$ cat src/rtl/emd_pkg.sv
// Shared EMD sifting-chain types: default widths, the extremum record and the
// output state encoding.
package emd_pkg;

   localparam int EMD_SMP_W  = 16;
   localparam int EMD_TIME_W = 16;

   typedef struct packed {
      logic [EMD_TIME_W-1:0]        time_idx;
      logic signed [EMD_SMP_W-1:0]  val;
      logic                         last;
   } emd_ext_rec_t;

   typedef enum logic {
      ST_EMPTY = 1'b0,
      ST_HAVE  = 1'b1
   } emd_st_e;

endpackage

$ cat src/rtl/emd_extrema_fifo_if.sv
// Extremum capture inputs and record output bus. Handshake: a record transfers
// on any rising edge where OUT_VALID and OUT_READY are both high; no upstream back-pressure.
interface emd_extrema_fifo_if #(
   parameter int TIME_W = 16,
   parameter int SMP_W  = 16
);
   logic                     SEG_START;
   logic                     TRG;
   logic [TIME_W-1:0]        TIME;
   logic signed [SMP_W-1:0]  VAL;
   logic                     SEG_END;
   logic                     OUT_VALID;
   logic                     OUT_READY;
   logic [TIME_W-1:0]        OUT_TIME;
   logic signed [SMP_W-1:0]  OUT_VAL;
   logic                     OUT_LAST;
   logic [TIME_W-1:0]        EXT_CNT;
   logic                     OVF;

   modport master (
      output SEG_START, TRG, TIME, VAL, SEG_END, OUT_READY,
      input  OUT_VALID, OUT_TIME, OUT_VAL, OUT_LAST, EXT_CNT, OVF
   );

   modport slave (
      input  SEG_START, TRG, TIME, VAL, SEG_END, OUT_READY,
      output OUT_VALID, OUT_TIME, OUT_VAL, OUT_LAST, EXT_CNT, OVF
   );
endinterface

$ cat src/rtl/emd_sync_fifo.sv
// Synchronous FIFO: storage, wrapping pointers and occupancy count only.
// o_rdata shows the entry that will be at the head after this edge's pop.
module emd_sync_fifo #(
   parameter int DEPTH = 16,
   parameter int W     = 33
) (
   input  logic                     i_clk,
   input  logic                     i_rst_n,
   input  logic                     i_push,
   input  logic                     i_pop,
   input  logic [W-1:0]             i_wdata,
   output logic [W-1:0]             o_rdata,
   output logic                     o_full,
   output logic                     o_empty,
   output logic [$clog2(DEPTH):0]   o_count
);
   localparam int AW = $clog2(DEPTH);

   logic [W-1:0]  r_mem [DEPTH];
   logic [AW-1:0] r_wptr;
   logic [AW-1:0] r_rptr;
   logic [AW:0]   r_count;
   logic          w_push;
   logic          w_pop;

   assign o_empty = (r_count == '0);
   assign o_full  = (r_count == (AW+1)'(DEPTH));
   assign o_count = r_count;
   assign w_pop   = i_pop & ~o_empty;
   assign w_push  = i_push & (~o_full | w_pop);
   assign o_rdata = r_mem[w_pop ? (r_rptr + AW'(1)) : r_rptr];

   always_ff @(posedge i_clk) begin
      if (w_push) r_mem[r_wptr] <= i_wdata;
   end

   always_ff @(posedge i_clk) begin
      if (!i_rst_n) begin
         r_wptr  <= '0;
         r_rptr  <= '0;
         r_count <= '0;
      end else begin
         if (w_push) r_wptr <= r_wptr + AW'(1);
         if (w_pop)  r_rptr <= r_rptr + AW'(1);
         case ({w_push, w_pop})
            2'b10:   r_count <= r_count + (AW+1)'(1);
            2'b01:   r_count <= r_count - (AW+1)'(1);
            default: r_count <= r_count;
         endcase
      end
   end
endmodule

$ cat src/rtl/emd_extrema_fifo.sv
// Captures extremum/endpoint records into a FIFO and presents them with
// registered head outputs; tracks per-segment record count and overflow.
module emd_extrema_fifo
   import emd_pkg::*;
#(
   parameter int DEPTH  = 16,
   parameter int SMP_W  = EMD_SMP_W,
   parameter int TIME_W = EMD_TIME_W
) (
   input  logic                CLK,
   input  logic                RST_N,
   emd_extrema_fifo_if.slave   bus,
   output emd_st_e             o_st
);
   localparam int RW = TIME_W + SMP_W + 1;
   localparam int CW = $clog2(DEPTH) + 1;

   logic [RW-1:0]            w_wdata;
   logic [RW-1:0]            w_rdata;
   logic [RW-1:0]            w_head_nxt;
   logic [CW-1:0]            w_count;
   logic                     w_full;
   logic                     w_empty;
   logic                     w_dup;
   logic                     w_req;
   logic                     w_pop;
   logic                     w_push;
   logic                     w_drop;
   logic                     w_load;
   logic [TIME_W-1:0]        w_ext_base;

   emd_st_e                  r_st;
   logic [TIME_W-1:0]        r_out_time;
   logic signed [SMP_W-1:0]  r_out_val;
   logic                     r_out_last;
   logic [TIME_W-1:0]        r_ext_cnt;
   logic                     r_ovf;
   logic                     r_dup_ok;
   logic [TIME_W-1:0]        r_last_time;

   // SEG_START clears dup_ok before this edge's push is judged.
   assign w_dup      = bus.TRG & ~bus.SEG_END & r_dup_ok & ~bus.SEG_START &
                       (bus.TIME == r_last_time);
   assign w_req      = (bus.TRG | bus.SEG_END) & ~w_dup;
   assign w_pop      = (r_st == ST_HAVE) & bus.OUT_READY;
   assign w_push     = w_req & (~w_full | w_pop);
   assign w_drop     = w_req & w_full & ~w_pop;
   assign w_wdata    = {bus.TIME, bus.VAL, bus.SEG_END};
   assign w_ext_base = bus.SEG_START ? '0 : r_ext_cnt;

   // Head reloads only when the FIFO is non-empty after this edge.
   assign w_load     = w_pop ? ((w_count > CW'(1)) | w_push) : (w_push & w_empty);
   assign w_head_nxt = (w_pop && (w_count > CW'(1))) ? w_rdata : w_wdata;

   emd_sync_fifo #(.DEPTH(DEPTH), .W(RW)) u_fifo (
      .i_clk   (CLK),
      .i_rst_n (RST_N),
      .i_push  (w_push),
      .i_pop   (w_pop),
      .i_wdata (w_wdata),
      .o_rdata (w_rdata),
      .o_full  (w_full),
      .o_empty (w_empty),
      .o_count (w_count)
   );

   always_ff @(posedge CLK) begin
      if (!RST_N) begin
         r_st        <= ST_EMPTY;
         r_out_time  <= '0;
         r_out_val   <= '0;
         r_out_last  <= 1'b0;
         r_ext_cnt   <= '0;
         r_ovf       <= 1'b0;
         r_dup_ok    <= 1'b0;
         r_last_time <= '0;
      end else begin
         case (r_st)
            ST_EMPTY: if (w_push) r_st <= ST_HAVE;
            ST_HAVE:  if (w_pop && (w_count == CW'(1)) && !w_push) r_st <= ST_EMPTY;
         endcase
         if (w_load) {r_out_time, r_out_val, r_out_last} <= w_head_nxt;
         if (w_push)
            r_ext_cnt <= (w_ext_base == '1) ? w_ext_base : w_ext_base + TIME_W'(1);
         else if (bus.SEG_START)
            r_ext_cnt <= '0;
         r_ovf <= (r_ovf & ~bus.SEG_START) | w_drop;
         if (w_push) begin
            r_last_time <= bus.TIME;
            r_dup_ok    <= ~bus.SEG_END;
         end else if (bus.SEG_START) begin
            r_dup_ok    <= 1'b0;
         end
      end
   end

   assign bus.OUT_VALID = (r_st == ST_HAVE);
   assign bus.OUT_TIME  = r_out_time;
   assign bus.OUT_VAL   = r_out_val;
   assign bus.OUT_LAST  = r_out_last;
   assign bus.EXT_CNT   = r_ext_cnt;
   assign bus.OVF       = r_ovf;
   assign o_st          = r_st;
endmodule

$ cat src/flat_wrapper.sv
// flat-port wrapper written by rule: the top's interface ports become plain ports
module emd_extrema_fifo_flat import emd_pkg::*;
#(
   parameter int DEPTH  = 16,
   parameter int SMP_W  = EMD_SMP_W,
   parameter int TIME_W = EMD_TIME_W
)
  (CLK, RST_N, o_st, bus_SEG_START, bus_TRG, bus_TIME, bus_VAL, bus_SEG_END, bus_OUT_READY, bus_OUT_VALID, bus_OUT_TIME, bus_OUT_VAL, bus_OUT_LAST, bus_EXT_CNT, bus_OVF);
  emd_extrema_fifo_if #(.TIME_W(TIME_W), .SMP_W(SMP_W)) bus_i ();
  input  logic CLK;
  input  logic RST_N;
  output emd_st_e o_st;
  input wire logic [$bits(bus_i.SEG_START)-1:0] bus_SEG_START;
  input wire logic [$bits(bus_i.TRG)-1:0] bus_TRG;
  input wire logic [$bits(bus_i.TIME)-1:0] bus_TIME;
  input wire logic [$bits(bus_i.VAL)-1:0] bus_VAL;
  input wire logic [$bits(bus_i.SEG_END)-1:0] bus_SEG_END;
  input wire logic [$bits(bus_i.OUT_READY)-1:0] bus_OUT_READY;
  output wire logic [$bits(bus_i.OUT_VALID)-1:0] bus_OUT_VALID;
  output wire logic [$bits(bus_i.OUT_TIME)-1:0] bus_OUT_TIME;
  output wire logic [$bits(bus_i.OUT_VAL)-1:0] bus_OUT_VAL;
  output wire logic [$bits(bus_i.OUT_LAST)-1:0] bus_OUT_LAST;
  output wire logic [$bits(bus_i.EXT_CNT)-1:0] bus_EXT_CNT;
  output wire logic [$bits(bus_i.OVF)-1:0] bus_OVF;
  assign bus_i.SEG_START = bus_SEG_START;
  assign bus_i.TRG = bus_TRG;
  assign bus_i.TIME = bus_TIME;
  assign bus_i.VAL = bus_VAL;
  assign bus_i.SEG_END = bus_SEG_END;
  assign bus_i.OUT_READY = bus_OUT_READY;
  assign bus_OUT_VALID = bus_i.OUT_VALID;
  assign bus_OUT_TIME = bus_i.OUT_TIME;
  assign bus_OUT_VAL = bus_i.OUT_VAL;
  assign bus_OUT_LAST = bus_i.OUT_LAST;
  assign bus_EXT_CNT = bus_i.EXT_CNT;
  assign bus_OVF = bus_i.OVF;
  emd_extrema_fifo #(.DEPTH(DEPTH), .SMP_W(SMP_W), .TIME_W(TIME_W)) u_core (.CLK(CLK), .RST_N(RST_N), .bus(bus_i), .o_st(o_st));
endmodule
$ cat config.mk
export PLATFORM = sky130hd
export DESIGN_NAME = emd_extrema_fifo_flat
export DESIGN_NICKNAME = d
export VERILOG_FILES = /design/src/rtl/emd_pkg.sv /design/src/rtl/emd_extrema_fifo_if.sv /design/src/rtl/emd_sync_fifo.sv /design/src/rtl/emd_extrema_fifo.sv /design/src/flat_wrapper.sv
export SDC_FILE = /design/constraint.sdc
export NUM_CORES = 1
export LEC_CHECK = 0
export ABC_CLOCK_PERIOD_IN_PS = 5700
export CELL_PAD_IN_SITES_DETAIL_PLACEMENT = 1
export CELL_PAD_IN_SITES_GLOBAL_PLACEMENT = 1
export CORE_AREA = 3 3 246 248
export CTS_BUF_LIST = sky130_fd_sc_hd__clkbuf_8
export DETAILED_ROUTE_END_ITERATION = 10
export DIE_AREA = 0 0 249 251
export PLACE_DENSITY_LB_ADDON = 0.1
export RECOVER_POWER = 100
export SYNTH_ARGS = -nofsm -noshare
export SYNTH_HDL_FRONTEND = slang
export SYNTH_HIERARCHICAL = 1
export SYNTH_SLANG_ARGS = --single-unit
$ cat constraint.sdc
create_clock -name CLK -period 5.7 [get_ports CLK]
set_clock_uncertainty 0.2 [all_clocks]
set_input_delay 1.14 -clock CLK [delete_from_list [all_inputs] [get_ports CLK]]
set_output_delay 1.14 -clock CLK [all_outputs]
set_load 0.02 [all_outputs]
# After elaboration in Yosys (flattened, before gate mapping)
# Memories as Yosys holds them, arrays and structs flattened.
# Index checks and enable logic that the tools add are counted.
# W data, S select, Z words.
[word_totals]
ff_bits = 81
mem_bits_rw = 528
in_bits = 38
output_inout_bits = 52
n_memories = 1
[op_classes]
n_addsub = 5
magnitude_cmp = 1
n_eq_ne = 6
n_mux = 14
bitwise = 25
n_reduce_logical = 7
[mem_list]
columns = ["memory", "depth", "width", "rd", "rd_clocked_by_memory_dff", "write_ports", "line_no", "source"]
rows = [
  ["u_core.u_fifo.r_mem", 16, 33, 1, 0, 1, "emd_sync_fifo.sv:19", "logic [W-1:0] r_mem [DEPTH];"],
]
[op_table]
columns = ["operator", "count"]
rows = [
  ["$mux W16", 3],
  ["$mux W33", 1],
  ["$add A16 B1 Y16 const B", 1],
  ["$eq A16 B16 Y1", 1],
  ["$eq A16 B16 Y1 const B", 1],
  ["$and A1 B1 Y1", 13],
  ["$pmux W5 S2", 1],
  ["$add A4 B1 Y4 const B", 2],
  ["$mux W1", 7],
  ["$not A1 Y1", 7],
  ["$add A5 B1 Y5 const B", 1],
  ["$eq A5 B1 Y1 const B", 1],
  ["$eq A5 B5 Y1 const B", 1],
  ["$gt A5 B1 Y1 const B", 1],
  ["$logic_not A5 Y1", 1],
  ["$or A1 B1 Y1", 5],
  ["$sub A5 B1 Y5 const B", 1],
  ["$mux W4", 1],
  ["$reduce_bool A2 Y1", 2],
  ["$logic_and A1 B1 Y1", 3],
  ["$eq A2 B1 Y1 const B", 1],
  ["$eq A2 B2 Y1 const B", 1],
  ["$pmux W1 S2", 1],
  ["$logic_not A1 Y1", 1],
]

# Longest topological paths before layout
[logic_depth]
word_depth = 12
mapped_depth = 16
depth_no_buf = 14

# By module
# The synthesis kept the hierarchy.
[by_module_without_submodules]
columns = ["mod", "instances", "cells_each", "area_per_inst_um2"]
rows = [
  ["emd_sync_fifo", 1, 1450, 25829.8],
  ["emd_extrema_fifo", 1, 387, 3264.4],
]

# Worst setup path before layout
# OpenSTA, ideal clock, no wires.
[synth_timing]
kind = "input-to-reg"
startpoint = "in bus_OUT_READY"
endpoint = "mem u_core.u_fifo.r_mem[3][0], enable pin"
setup_time_ns = 0.464
arrival_ns = 4.862
slack_ns = 0.174
cell_stages = 9
path_buffers = 2
cell_sequence = "nand2_1 > a21oi_2 > o21ai_4 > inv_2 > buf_2 > o31a_1 > buf_2 > nand2_1 > nor3_1"
[synth_via]
elab_chain_cells = 6
word_cells_on_any_way = 8
[synth_lines]
columns = ["item", "line_no", "source"]
rows = [
  ["start, declared", "flat_wrapper.sv:18", "input wire logic [$bits(bus_i.OUT_READY)-1:0] bus_OUT_READY;"],
  ["$and A1 B1 Y1", "emd_extrema_fifo.sv:45", "assign w_pop = (r_st == ST_HAVE) & bus.OUT_READY;"],
  ["$or A1 B1 Y1", "emd_extrema_fifo.sv:46", "assign w_push = w_req & (~w_full | w_pop);"],
  ["$and A1 B1 Y1", "emd_extrema_fifo.sv:46", ""],
  ["net u_core.w_push", "emd_extrema_fifo.sv:27", "logic w_push;"],
  ["$and A1 B1 Y1", "emd_sync_fifo.sv:30", "assign w_push = i_push & (~o_full | w_pop);"],
  ["$mux W1", "emd_sync_fifo.sv:34", "if (w_push) r_mem[r_wptr] <= i_wdata;"],
  ["$mux W1 (not written as such)", "emd_sync_fifo.sv:34", ""],
  ["end, declared", "emd_sync_fifo.sv:19", ""],
]
# The timed path passes the listed nets, and every way through them passes these cells.

# Worst setup path after layout
[layout_timing]
startpoint = "in bus_TIME[12]"
endpoint = "mem u_core.u_fifo.r_mem[1][18], enable pin"
[layout_via]
elab_chain_cells = 8
[layout_lines]
columns = ["item", "line_no", "source"]
rows = [
  ["start, declared", "flat_wrapper.sv:15", "input wire logic [$bits(bus_i.TIME)-1:0] bus_TIME;"],
  ["$eq A16 B16 Y1", "emd_extrema_fifo.sv:43", "(bus.TIME == r_last_time);"],
  ["$and A1 B1 Y1", "emd_extrema_fifo.sv:42", "assign w_dup = bus.TRG & ~bus.SEG_END & r_dup_ok & ~bus.SEG_START &"],
  ["$not A1 Y1", "emd_extrema_fifo.sv:44", "assign w_req = (bus.TRG | bus.SEG_END) & ~w_dup;"],
  ["$and A1 B1 Y1", "emd_extrema_fifo.sv:44", ""],
  ["$and A1 B1 Y1", "emd_extrema_fifo.sv:46", ""],
  ["$and A1 B1 Y1", "emd_sync_fifo.sv:30", ""],
  ["$mux W1", "emd_sync_fifo.sv:34", ""],
  ["$mux W1 (not written as such)", "emd_sync_fifo.sv:34", ""],
]
# Every way passes these cells.

==> run summary <==
- **dominant combinational cell family by area after synthesis** multiplexers
- **Pins Over Slew Limit** 0
- **antenna violations before repair** 1
- **Remaining Overflow, GRT** 0
- **Final Hold Viols** 0
- **worst-case vdd ir drop** 0.2610 mV
- **synthesized-area fraction occupied by adder cells** 0.4559%
- **flops & latches, synth** 609
- **share of synthesized cell area in and, or, nand and nor gates** 7.289%
- **post-detailed-routing wire length** 84080 um
- **overall die width** 249 um
- **clk sinks** 609
- **xor and xnor fraction of the mapped netlist area** 1.204%
- **LEAKAGE** 0.01062 uW
- **DP HPWL** 49970 um
- **Core Box Area** 58690 um2
- **post-synth top area share** 54.50%
- **routed via count** 18354
- **count of endpoints failing setup in the final report** 0
- **part of the Yosys area used for sequential elements** 60.07%
- **ys async rst share** 0%
- **Final Hold Slack** 269.1 ps
- **first drt pass iteration count** 5
- **Die Area** 62500 um2
- **nature of the critical path startpoint** primary input
- **Vias per Instance** 6.495
- **distinct cell type count after synthesis** 79
- **synthesized instance count** 1837
- **standard cell with the maximum stage delay on the critical path** clkbuf_2
- **number of top-level pins** 90
- **number of violations reported at the end of detailed-routing iteration 0** 1508
- **Resize count post-CTS** 0
- **PortBufs** 89
- **Mapped Area** 29090 um2
- **Clk Latency, worst-skew pair** 720 ps
- **Most used DFF post-synth** edfxtp_1
- **Period Utilization, post-route** 85.67%
- **run status** finished clean
- **# Post-CTS Setup Buffers** 0
- **Synthesized Nets** 1885
- **initial standard-cell utilization of the core** 49.58%
- **die span in y** 251 um
- **ratio of cells with drive above 1 in the final layout** 22.37%
- **post-detailed-route DRC marker count** 0
- **number of global-route vias before repair** 19493
- **Clock Root Buffer** clkbuf_8
- **type of destination of the critical path** flop
- **Max Cap Viol** 0
- **clock buffer count from CTS** 103
- **Worst Path Max Fanout** 23
- **worst setup path startpoint** bus_TIME[12]
- **unrepaired setup endpoints after global routing** false
- **dominant cells by area after synthesis** edfxtp_1, mux4_2, dfxtp_1
- **area growth from synthesis to final layout** 13.15%
- **Synth Warn #** 6
- **type of the worst setup path** primary input to flop
- **compound-gate portion of the synthesized area** 8.489%
- **worst slew slack as a fraction of its limit** 5.321%
- **worst hold-check path type** flop to flop
- **worst slew pin tran** 1417 ps
- **TritonCTS clock tree** yes
- **TNS Setup** 0 ps
- **max incr delay on CP** 800 ps
- **maximum number of pins on one net before global-route repair** 161
- **final weighted congestion in routability-driven placement** 0.7837
- **first-pass GRT wire length** 125800 um
- **hold_buf cts** 0
- **Critical Path, Cell by Cell** clkdlybuf4s50_1 -> clkbuf_1 -> xor2_1 -> nor4_1 -> nand3_1 -> o21ai_4 -> inv_2 -> o31a_1 -> nand2_1 -> nor3_1 -> clkbuf_2
- **GRT Overall Usage** 26.91%
- **Routed WL per cell** 29.75 um
- **post-synthesis area per instance** 15.84 um2
- **fmax** 204.8 MHz
- **Antenna Violating Nets Remaining** 0
- **Reg-to-Reg Start** u_core/u_fifo/o_count[1]$_SDFFE_PN0P_
- **hold path startpoint** u_core/bus.OVF$_SDFF_PN0_
- **number of nets at the end of the flow** 2013
- **Clock Pin Slew Worst Setup and Hold Paths** 60 ps
- **CTS HTree Levels** 3
- **site row count** 89
- **multiplexer fraction of the synthesized cell area** 19.34%
- **final worst path period need** 4883 ps
- **CP required** 5820 ps
- **power density over cell area** 335.5 nW/um2
- **largest buffer count on any clock path** 3
- **Final Util** 56.10%
- **Crit path arrival time** 5010 ps
- **Synth area leader** edfxtp_1
- **Post-synth EDFFs** 528
-- where the power goes --
| group | total [uW] | switching [uW] | leakage, uW | internal [uW] |
|---|---|---|---|---|
| clock | 3940 | 1800 | 0.00120 | 2130 |
| combinational | 1930 | 1120 | 0.00397 | 810 |
| sequential | 5180 | 135 | 0.00545 | 5040 |
| total | 11000 | 3060 | 0.0106 | 7990 |
-- critical path, delay by kind of cell --
kind | cells | cell delay, ps
buffers and inverters | 4 | 2120
AND/OR/NAND/NOR | 4 | 970
AO/OA/AOI/OAI | 2 | 510
XOR/XNOR | 1 | 220
-- registers in the layout (all words and copies together), names as in the netlist --
register and flops:
u_core/u_fifo/r_mem 528, u_core/bus.EXT_CNT 16, u_core/bus.OUT_TIME 16, u_core/bus.OUT_VAL 16, u_core/r_last_time 16, u_core/u_fifo/o_count 5, u_core/u_fifo/r_rptr 4, u_core/u_fifo/r_wptr 4
u_core/bus.OUT_LAST 1, u_core/bus.OUT_VALID 1, u_core/bus.OVF 1, u_core/r_dup_ok 1
-- path summary, 6_finish.rpt --
kind | depth (start not counted) | endpoint | slack [ps]
setup / recovery | 11 | u_core/u_fifo/r_mem[1][18]$_DFFE_PP_ | 820
hold / removal | 2 | u_core/bus.OVF$_SDFF_PN0_ | 270
setup reg to reg | 9 | u_core/u_fifo/r_mem[1][18]$_DFFE_PP_ | 1520
hold reg to reg | 2 | u_core/bus.OVF$_SDFF_PN0_ | 270
-- layer usage --
layer	up-vias	track usage, %	part of all wire, %
met5	-	0	0
met4	0	9.505	3.4
li1	7758	-	-
met2	711	45.35	50
met1	9703	35.71	41
met3	182	4.459	6.0
-- synthesized netlist by cell type, drive strengths merged (2+ instances only) --
master / number
a21boi: 3
dlymetal6s2s: 3
ha: 9
clkbuf: 61
buf: 86
mux4: 200
o221a: 21
nand2: 74
edfxtp: 528
a211oi: 63
nor3: 43
and2: 12
nand4: 4
o31a: 2
o211ai: 4
o21a: 6
a31oi: 2
inv: 15
dfxtp: 81
nor4: 9
mux2i: 51
and3: 4
a21oi: 56
nand3: 39
o22ai: 2
xor2: 15
o21ai: 14
nor2b: 76
o32ai: 31
nand3b: 2
a2111oi: 33
nand2b: 7
o31ai: 3
xnor2: 25
a21o: 3
nor3b: 3
a22oi: 9
mux2: 36
or4: 4
o221ai: 31
nor2: 154
-- final cells by class --
cell class,count,area [um2]
clock inverters,66,360.3
flip-flops and latches,609,17490
multi-input cells,1062,10820
fillers,5465,25760
repair buffers,173,1489
clock buffers,126,1734
inverters,16,60.06
well taps,773,967.2
diodes,1,2.502
-- cells by family (layout without fill, tap and decap cells) --
logic type,Yosys count,after routing
flip-flops,609,609
multiplexers,287,287
AND/OR/NAND/NOR,438,438
other,0,1
AO/OA/AOI/OAI,287,287
XOR/XNOR,40,40
adder cells (fa/ha/maj),10,10
buffers and inverters,166,381
-- per-stage QoR --
step | total power, uW | std cells | worst slack, ps | cell area (um2)
after floorplan | 6537 | 1837 | 174.0 | 29090
after global placement | 7185 | 2633 | 795.9 | 31010
after detailed placement | 7239 | 2633 | 728.7 | 31010
after CTS | 11190 | 2825 | 1483 | 33110
after global routing | 11490 | 2826 | 648.2 | 32920
final | 11040 | 2826 | 816.9 | 32920
-- cell usage in the layout, fill, tap and decap left out, types with 56 or more instances in the layout --
cell type	n
dlygate4sd3_1	84
a21oi_1	56
mux4_2	143
nand2_1	72
dfxtp_1	77
clkbuf_8	126
edfxtp_1	528
nor2_1	144
nor2b_1	76
a211oi_1	63
(Power assumes the default switching activity.)
